`src/rtl/wb_uart_pkg.sv`:
```
// Shared definitions for the Wishbone UART: register offsets, STATUS/CTRL bit
// positions, TX/RX state encodings and the minimum bit period.
package wb_uart_pkg;

    typedef enum logic [1:0] {
        REG_DATA   = 2'd0,
        REG_STATUS = 2'd1,
        REG_DIV    = 2'd2,
        REG_CTRL   = 2'd3
    } reg_addr_e;

    localparam int STAT_TX_BUSY      = 0;
    localparam int STAT_TX_EMPTY     = 1;
    localparam int STAT_TX_FULL      = 2;
    localparam int STAT_RX_VALID     = 3;
    localparam int STAT_RX_OVERRUN   = 4;
    localparam int STAT_RX_FRAME_ERR = 5;

    localparam int CTRL_IRQ_TX_EMPTY = 0;
    localparam int CTRL_IRQ_RX_VALID = 1;

    typedef enum logic [1:0] {TX_IDLE, TX_START, TX_DATA, TX_STOP} tx_state_e;
    typedef enum logic [1:0] {RX_IDLE, RX_START, RX_DATA, RX_STOP} rx_state_e;

    localparam logic [15:0] DIV_MIN = 16'd4;

    function automatic logic [15:0] clamp_div(input logic [15:0] div);
        return (div < DIV_MIN) ? DIV_MIN : div;
    endfunction

endpackage

```
`src/rtl/wb_uart_fifo.sv`:
```
// Single-clock synchronous FIFO with first-word fall-through read data.
// Pushes into a full FIFO are dropped, even when a pop happens in the same cycle.
module wb_uart_fifo #(
    parameter int DEPTH = 8,
    parameter int WIDTH = 8
) (
    input  logic             clk,
    input  logic             rst_n,
    input  logic             push,
    input  logic [WIDTH-1:0] wdata,
    input  logic             pop,
    output logic [WIDTH-1:0] rdata,
    output logic             full,
    output logic             empty
);
    localparam int AW = $clog2(DEPTH);

    logic [WIDTH-1:0] mem [DEPTH];
    logic [AW:0]      wr_ptr;
    logic [AW:0]      rd_ptr;

    // The extra pointer bit distinguishes full from empty when the indices match.
    assign empty = (wr_ptr == rd_ptr);
    assign full  = (wr_ptr[AW] != rd_ptr[AW]) && (wr_ptr[AW-1:0] == rd_ptr[AW-1:0]);
    assign rdata = mem[rd_ptr[AW-1:0]];

    always_ff @(posedge clk or negedge rst_n) begin
        if (!rst_n) begin
            wr_ptr <= '0;
            rd_ptr <= '0;
        end else begin
            if (push && !full) wr_ptr <= wr_ptr + 1'b1;
            if (pop && !empty) rd_ptr <= rd_ptr + 1'b1;
        end
    end

    always_ff @(posedge clk) begin
        if (push && !full) mem[wr_ptr[AW-1:0]] <= wdata;
    end

endmodule

```
`src/rtl/wb_uart.sv`:
```
// Wishbone UART with a TX FIFO and a single-byte RX holding register.
// The receive path is only built when the macro WB_UART_RX_EN is defined.
module wb_uart
    import wb_uart_pkg::*;
#(
    parameter int CLK_FREQ      = 25_000_000,
    parameter int BAUDRATE      = 115200,
    parameter int TX_FIFO_DEPTH = 8
) (
    input  logic        clk_i,
    input  logic        rst_ni,
    input  logic [31:0] wb_addr_i,
    input  logic [31:0] wb_wdata_i,
    output logic [31:0] wb_rdata_o,
    input  logic        wb_wr_en_i,
    input  logic [3:0]  wb_byte_en_i,
    input  logic        wb_stb_i,
    input  logic        wb_cyc_i,
    output logic        wb_ack_o,
    output logic        ser_tx_o,
    input  logic        ser_rx_i,
    output logic        irq_o
);
    localparam logic [15:0] DIV_RESET = clamp_div(16'(CLK_FREQ / BAUDRATE));

    logic        ack, req, bus_we, irq;
    reg_addr_e   bus_addr;
    logic [15:0] bus_wdata, div_reg;
    logic [1:0]  ctrl;
    logic        wr_data, rd_data, rd_status;
    logic [31:0] status, rdata;

    logic        fifo_empty, fifo_full;
    logic [7:0]  fifo_rdata;
    tx_state_e   tx_state, tx_next;
    logic        tx_load, tx_tick, tx_busy;
    logic [15:0] tx_cnt, tx_div;
    logic [2:0]  tx_bit;
    logic [7:0]  tx_shift;

    logic        rx_valid, rx_overrun, rx_frame_err;
    logic [7:0]  rx_byte;
    logic        unused_bits;

    assign unused_bits = ^{wb_addr_i[31:4], wb_addr_i[1:0], wb_byte_en_i, wb_wdata_i[31:16]};

    // Request is captured one cycle before the ack; all side effects use the captured copy.
    assign req = wb_stb_i & wb_cyc_i & ~ack;

    always_ff @(posedge clk_i or negedge rst_ni) begin
        if (!rst_ni) begin
            ack       <= 1'b0;
            bus_we    <= 1'b0;
            bus_addr  <= REG_DATA;
            bus_wdata <= '0;
        end else begin
            ack <= req;
            if (req) begin
                bus_we    <= wb_wr_en_i;
                bus_addr  <= reg_addr_e'(wb_addr_i[3:2]);
                bus_wdata <= wb_wdata_i[15:0];
            end
        end
    end

    assign wr_data   = ack & bus_we & (bus_addr == REG_DATA);
    assign rd_data   = ack & ~bus_we & (bus_addr == REG_DATA);
    assign rd_status = ack & ~bus_we & (bus_addr == REG_STATUS);

    always_ff @(posedge clk_i or negedge rst_ni) begin
        if (!rst_ni) begin
            div_reg <= DIV_RESET;
            ctrl    <= '0;
            irq     <= 1'b0;
        end else begin
            if (ack && bus_we && bus_addr == REG_DIV)  div_reg <= clamp_div(bus_wdata);
            if (ack && bus_we && bus_addr == REG_CTRL) ctrl    <= bus_wdata[1:0];
            irq <= (ctrl[CTRL_IRQ_TX_EMPTY] & fifo_empty & ~tx_busy) |
                   (ctrl[CTRL_IRQ_RX_VALID] & rx_valid);
        end
    end

    wb_uart_fifo #(.DEPTH(TX_FIFO_DEPTH), .WIDTH(8)) u_tx_fifo (
        .clk   (clk_i),
        .rst_n (rst_ni),
        .push  (wr_data),
        .wdata (bus_wdata[7:0]),
        .pop   (tx_load),
        .rdata (fifo_rdata),
        .full  (fifo_full),
        .empty (fifo_empty)
    );

    assign tx_tick = (tx_cnt == 16'd0);

    always_ff @(posedge clk_i or negedge rst_ni) begin
        if (!rst_ni) tx_state <= TX_IDLE;
        else         tx_state <= tx_next;
    end

    // STOP chains straight into START so queued bytes leave with no idle gap.
    always_comb begin
        tx_next = tx_state;
        tx_load = 1'b0;
        case (tx_state)
            TX_IDLE:  if (!fifo_empty) begin tx_next = TX_START; tx_load = 1'b1; end
            TX_START: if (tx_tick) tx_next = TX_DATA;
            TX_DATA:  if (tx_tick && tx_bit == 3'd7) tx_next = TX_STOP;
            TX_STOP:  if (tx_tick) begin
                          if (!fifo_empty) begin tx_next = TX_START; tx_load = 1'b1; end
                          else tx_next = TX_IDLE;
                      end
            default:  tx_next = TX_IDLE;
        endcase
    end

    always_comb begin
        tx_busy  = (tx_state != TX_IDLE);
        ser_tx_o = 1'b1;
        case (tx_state)
            TX_START: ser_tx_o = 1'b0;
            TX_DATA:  ser_tx_o = tx_shift[0];
            default:  ser_tx_o = 1'b1;
        endcase
    end

    always_ff @(posedge clk_i or negedge rst_ni) begin
        if (!rst_ni) begin
            tx_cnt   <= '0;
            tx_div   <= '0;
            tx_bit   <= '0;
            tx_shift <= '0;
        end else if (tx_load) begin
            tx_shift <= fifo_rdata;
            tx_div   <= div_reg;
            tx_cnt   <= div_reg - 16'd1;
            tx_bit   <= '0;
        end else if (tx_state != TX_IDLE) begin
            if (tx_tick) begin
                tx_cnt <= tx_div - 16'd1;
                if (tx_state == TX_DATA) begin
                    tx_shift <= tx_shift >> 1;
                    tx_bit   <= tx_bit + 3'd1;
                end
            end else begin
                tx_cnt <= tx_cnt - 16'd1;
            end
        end
    end

`ifdef WB_UART_RX_EN
    rx_state_e   rx_state, rx_next;
    logic [1:0]  rx_sync;
    logic        rx_in, rx_prev, rx_tick, rx_done, rx_ferr, overrun_set;
    logic [15:0] rx_cnt, rx_div;
    logic [2:0]  rx_bit;
    logic [7:0]  rx_shift;

    assign rx_in   = rx_sync[1];
    assign rx_tick = (rx_cnt == 16'd0);

    always_ff @(posedge clk_i or negedge rst_ni) begin
        if (!rst_ni) begin
            rx_sync  <= 2'b11;
            rx_prev  <= 1'b1;
            rx_state <= RX_IDLE;
        end else begin
            rx_sync  <= {rx_sync[0], ser_rx_i};
            rx_prev  <= rx_in;
            rx_state <= rx_next;
        end
    end

    always_comb begin
        rx_next = rx_state;
        case (rx_state)
            RX_IDLE:  if (rx_prev && !rx_in) rx_next = RX_START;
            RX_START: if (rx_tick) rx_next = rx_in ? RX_IDLE : RX_DATA;
            RX_DATA:  if (rx_tick && rx_bit == 3'd7) rx_next = RX_STOP;
            RX_STOP:  if (rx_tick) rx_next = RX_IDLE;
            default:  rx_next = RX_IDLE;
        endcase
    end

    always_comb begin
        rx_done     = (rx_state == RX_STOP) && rx_tick && rx_in;
        rx_ferr     = (rx_state == RX_STOP) && rx_tick && !rx_in;
        overrun_set = rx_done && rx_valid && !rd_data;
    end

    // While idle the counter is preloaded so the start bit is re-checked at mid-bit.
    always_ff @(posedge clk_i or negedge rst_ni) begin
        if (!rst_ni) begin
            rx_cnt   <= '0;
            rx_div   <= '0;
            rx_bit   <= '0;
            rx_shift <= '0;
        end else if (rx_state == RX_IDLE) begin
            rx_div <= div_reg;
            rx_cnt <= (div_reg >> 1) - 16'd1;
            rx_bit <= '0;
        end else if (rx_tick) begin
            rx_cnt <= rx_div - 16'd1;
            if (rx_state == RX_DATA) begin
                rx_shift <= {rx_in, rx_shift[7:1]};
                rx_bit   <= rx_bit + 3'd1;
            end
        end else begin
            rx_cnt <= rx_cnt - 16'd1;
        end
    end

    always_ff @(posedge clk_i or negedge rst_ni) begin
        if (!rst_ni) begin
            rx_valid     <= 1'b0;
            rx_overrun   <= 1'b0;
            rx_frame_err <= 1'b0;
            rx_byte      <= '0;
        end else begin
            if (rx_done)      rx_valid <= 1'b1;
            else if (rd_data) rx_valid <= 1'b0;
            if (rx_done && !overrun_set) rx_byte <= rx_shift;
            if (overrun_set)    rx_overrun <= 1'b1;
            else if (rd_status) rx_overrun <= 1'b0;
            if (rx_ferr)        rx_frame_err <= 1'b1;
            else if (rd_status) rx_frame_err <= 1'b0;
        end
    end
`else
    logic unused_rx;
    assign unused_rx    = ^{ser_rx_i, rd_data, rd_status};
    assign rx_valid     = 1'b0;
    assign rx_overrun   = 1'b0;
    assign rx_frame_err = 1'b0;
    assign rx_byte      = '0;
`endif

    always_comb begin
        status                    = '0;
        status[STAT_TX_BUSY]      = tx_busy;
        status[STAT_TX_EMPTY]     = fifo_empty;
        status[STAT_TX_FULL]      = fifo_full;
        status[STAT_RX_VALID]     = rx_valid;
        status[STAT_RX_OVERRUN]   = rx_overrun;
        status[STAT_RX_FRAME_ERR] = rx_frame_err;
    end

    always_comb begin
        rdata = '0;
        if (ack && !bus_we) begin
            case (bus_addr)
                REG_DATA:   rdata = {24'd0, rx_byte};
                REG_STATUS: rdata = status;
                REG_DIV:    rdata = {16'd0, div_reg};
                REG_CTRL:   rdata = {30'd0, ctrl};
                default:    rdata = '0;
            endcase
        end
    end

    assign wb_ack_o   = ack;
    assign wb_rdata_o = rdata;
    assign irq_o      = irq;

endmodule
```
`config.mk`:
```
export PLATFORM = sky130hd
export DESIGN_NAME = wb_uart
export DESIGN_NICKNAME = d
export VERILOG_FILES = /design/src/rtl/wb_uart_pkg.sv /design/src/rtl/wb_uart_fifo.sv /design/src/rtl/wb_uart.sv
export SDC_FILE = /design/constraint.sdc
export NUM_CORES = 1
export LEC_CHECK = 0
export ABC_AREA = 1
export CAP_MARGIN = 20
export CORE_MARGIN = 2
export CORE_UTILIZATION = 50
export CTS_BUF_LIST = sky130_fd_sc_hd__clkbuf_8 sky130_fd_sc_hd__clkbuf_16
export CTS_CLUSTER_DIAMETER = 30
export DETAILED_ROUTE_END_ITERATION = 7
export PLACE_DENSITY = 0.74
export SLEW_MARGIN = 40
export SYNTH_ARGS = -nofsm -noshare
export SYNTH_HDL_FRONTEND = slang
export SYNTH_SLANG_ARGS = --single-unit
```
`constraint.sdc`:
```
create_clock -name clk_i -period 2.9 [get_ports clk_i]
set_clock_uncertainty 0.1 [all_clocks]
set_input_delay 0.58 -clock clk_i [delete_from_list [all_inputs] [get_ports clk_i]]
set_output_delay 0.58 -clock clk_i [all_outputs]
set_load 0.01 [all_outputs]
```
==> impl_results.md <==
- Outcome: complete, no violations
- Post-synthesis sequential area ratio: 55.9%
- Worst Max-Slew Pin Slew: 0.636 ns
- Synth warn: 0
- Net Sw Frac: 41.4%
- Detailed-route vias per instance: 5.21
- Initial antenna violation count: 0
- Post-synthesis simple-gate area fraction: 24.3%
- Post-DP HPWL: 11100 um
- Flop2flop setup slack: 0.23 ns
- DRC viols: 0
- Worst-Skew Late Latency: 0.42 ns
- Syn Inst Count: 835
- Crit path launch type: flip-flop
- Data required, critical path: 2.22 ns
- Reg clk slew, reported paths: 0.06 ns
- Ports: 109
- Antenna fix cells: 0
- Clock network fraction of design power: 22.9%
- Seq pwr share: 35.2%
- Setup CP Type: reg -> out
- Worst Setup SP: u_tx_fifo.wr_ptr[1]$_DFFE_PN0P_
- Fin crit share: about 96%
- Path depth of the worst reg2reg path: 20
- Drt wl/cell: 15.0 um
- Hold Slack: ~0.04 ns
- Worst Hold Class: in -> async
- Main combinational cell family by area after synthesis: simple AND/OR/NAND/NOR gates
- CTS Hold Bufs: 0
- WL final: 16300 um
- Die Area: ~16000 um^2
- CTS Buf Count: 17
- Clock Sinks: between 150 and 200
- Post-layout min period: 2.77 ns
- Syn avg cell area: 9.06 um^2
- Congestion Overflow GR: 0
- CP arrival: 2.09 ns
- First-pass GRT wire length: 26500 um
- Post-Synth XOR/XNOR Area: 0.926%
- Antenna Nets Post-Route: 0
- Final slew viol count: 0
- CTS max path bufs: 2
- Root Buffer: clkbuf_16
- Synth Area in Compound Gates: 9.36%
- P&R area growth vs syn: 15.8%
- Iter 0 DRT Violations: ~410
- Power, Total: around 8.8 mW
- Crit Path Max Fanout: 5
- Total GRT Usage: 21.0%
- Final nets: 976
- Row Count: 44
- Post-synthesis mux area share: 0%
- Die W: 127 um
- Post-synth design cell area: 7570 um^2
- Pwr Density: 1010 nW/um^2
- CP endpoint kind: primary output
- # port buffers: 41
- Worst R2R Start: tx_cnt[9]$_DFFE_PN0P_
- Maximum vdd drop: 592 uV
- Die Y: 127 um
- Slew Limit Headroom: 57.5%
- Largest net degree at the start of global routing: 54
- Largest register FFs: 64
- Post-route insts no fill: 1089
- Leak: 3.87 nW
- H-tree depth: 4
- Inst Count DP: 1056
- Synth Area in Adders: between 1.5 and 2%
- Vias in the first global route: 5420
- Sw Pwr: roughly 3.7 mW
- Initial Util: 51.7%
- TritonRoute pass-1 iters: 6
- Library cells used by synthesis: 39
- RSZ-0062 raised after global routing: no
- RD Place Congestion: 0.834
- Int Pwr: about 5.2 mW
- Endpoints failing hold: 0
- Setup violators final: 0
- Fraction of layout cells with a size suffix above 1: 13.7%
- Fmax: 361 MHz
- Seq cells post-synth: 156
- CTS tree: done
- Combinational power share: a little over two fifths
- Setup TNS: 0 ns
- Routed via count: 5675
- FF-to-FF End: tx_cnt[14]$_DFFE_PN0P_
- Core area: 14600 um^2
- Max-cap viol count: 0
## power groups by stage
stage / combinational [mW] / clock (mW) / sequential (mW)
after floorplan: 2.84 / 0 / 3.03
after global placement: 3.53 / 0 / 3.12
after detailed placement: 3.62 / 0 / 3.13
after CTS: 3.66 / 2.03 / 3.10
after global routing: 4.14 / 2.13 / 3.16
final: 3.69 / 2.02 / 3.11
## per-layer routing
metal  GRT usage [%]  wire length [um]
met5               0                 0
met4            7.63               343
met3            4.44               820
met2            31.3              7170
met1            30.7              7990
## synth_stat cells
| library cell | instances | area share (%) |
|---|---|---|
| edfxtp_1 | 64 | 25 |
| nand2_4 | 9 | 1.3 |
| or2_2 | 2 | 0.17 |
| a32o_1 | 3 | 0.40 |
| a21oi_1 | 7 | 0.46 |
| o21a_1 | 1 | 0.099 |
| o211ai_1 | 7 | 0.69 |
| nand3_2 | 4 | 0.53 |
| inv_2 | 11 | 0.55 |
| xor2_1 | 8 | 0.93 |
| clkbuf_1 | 15 | 0.74 |
| buf_1 | 1 | 0.050 |
| buf_6 | 3 | 0.45 |
| nand2_2 | 13 | 1.1 |
| nor2_4 | 9 | 1.3 |
| conb_1 | 1 | 0.050 |
| nand3_4 | 2 | 0.46 |
| a31oi_1 | 2 | 0.17 |
| nor2_2 | 8 | 0.66 |
| ha_1 | 10 | 1.7 |
| o22ai_1 | 18 | 1.5 |
| nor2_1 | 65 | 3.2 |
| nor3_1 | 8 | 0.53 |
| nor4_1 | 3 | 0.25 |
| a22oi_1 | 1 | 0.099 |
| nand2_1 | 235 | 12 |
| inv_1 | 72 | 3.6 |
| nand4_1 | 4 | 0.33 |
| o21ai_0 | 88 | 5.8 |
| nor2_8 | 1 | 0.26 |
| buf_4 | 17 | 1.7 |
| buf_2 | 7 | 0.46 |
| inv_4 | 2 | 0.17 |
| and2_1 | 1 | 0.083 |
| nand3_1 | 36 | 2.4 |
| dfstp_2 | 5 | 1.7 |
| clkinv_1 | 3 | 0.15 |
| o21ai_1 | 2 | 0.13 |
| dfrtp_1 | 87 | 29 |
## how the worst max path moves through the flow
stage                              to  cells past startpoint
6_report                wb_rdata_o[2]                      8
5_1_grt                 wb_rdata_o[2]                      8
4_1_cts                 wb_rdata_o[5]                      5
3_5_place_dp   tx_cnt[14]$_DFFE_PN0P_                     20
3_3_place_gp            wb_rdata_o[2]                      8
2_1_floorplan  tx_cnt[12]$_DFFE_PN0P_                     20
## layout make-up
type	count	area (um^2)
fill	1219	5880
sequential	156	4230
multi-input combinational	563	2810
timing repair buffer	66	609
clock buffer	17	425
inverter	88	349
tap	184	230
clock inverter	15	109
## metrics by stage
step                util [%]  worst slack [ns]  cell area, um^2
detailed placement      56.0             0.262             8200
global route            59.8           0.00875             8760
CTS                     59.6            0.0519             8730
finish                  59.8             0.128             8760
global placement        56.0             0.279             8200
floorplan                  -             0.537             7620
## cells by family (layout without fill, tap and decap cells)
family,after synthesis,in the layout
AND/OR/NAND/NOR,400,400
flip-flops,156,156
buffers and inverters,131,186
AO/OA/AOI/OAI,129,129
adder cells (fa/ha/maj),10,10
XOR/XNOR,8,8
other,1,16
## cell usage in the layout (no fill, tap or decap), types with 3 or more instances in the layout
| cell type | n |
|---|---|
| nand2_2 | 13 |
| clkinv_4 | 3 |
| nor2_2 | 9 |
| dfrtp_1 | 87 |
| dfstp_2 | 5 |
| nand4_1 | 4 |
| clkbuf_16 | 17 |
| a32o_1 | 3 |
| nor2_4 | 9 |
| nor2_1 | 64 |
| ha_1 | 9 |
| o22ai_1 | 18 |
| conb_1 | 16 |
| nand3_1 | 36 |
| nor3_1 | 8 |
| o21ai_1 | 3 |
| clkinv_1 | 5 |
| inv_1 | 72 |
| clkinv_2 | 6 |
| a21oi_1 | 7 |
| buf_4 | 25 |
| nor4_1 | 3 |
| clkdlybuf4s50_1 | 38 |
| o211ai_1 | 7 |
| o21ai_0 | 87 |
| xor2_1 | 8 |
| edfxtp_1 | 64 |
| inv_2 | 12 |
| nand3_2 | 4 |
| nand2_1 | 235 |
| nand2_4 | 9 |
## worst max-delay path: stages, from the launching register on
cell	delay, ns
dfrtp_1	0.41
inv_1	0.10
nand2_1	0.08
nand2_2	0.06
nor2_4	0.15
nand4_1	0.11
or2_2	0.29
a21oi_1	0.17
dlygate4sd2_1	0.30
## timing repair
action,CTS,global route
gates resized for setup,3,5
endpoints found under the setup margin,7,8
setup buffers,0,1
gates cloned,0,0
Power figures use the tool's default switching activity.
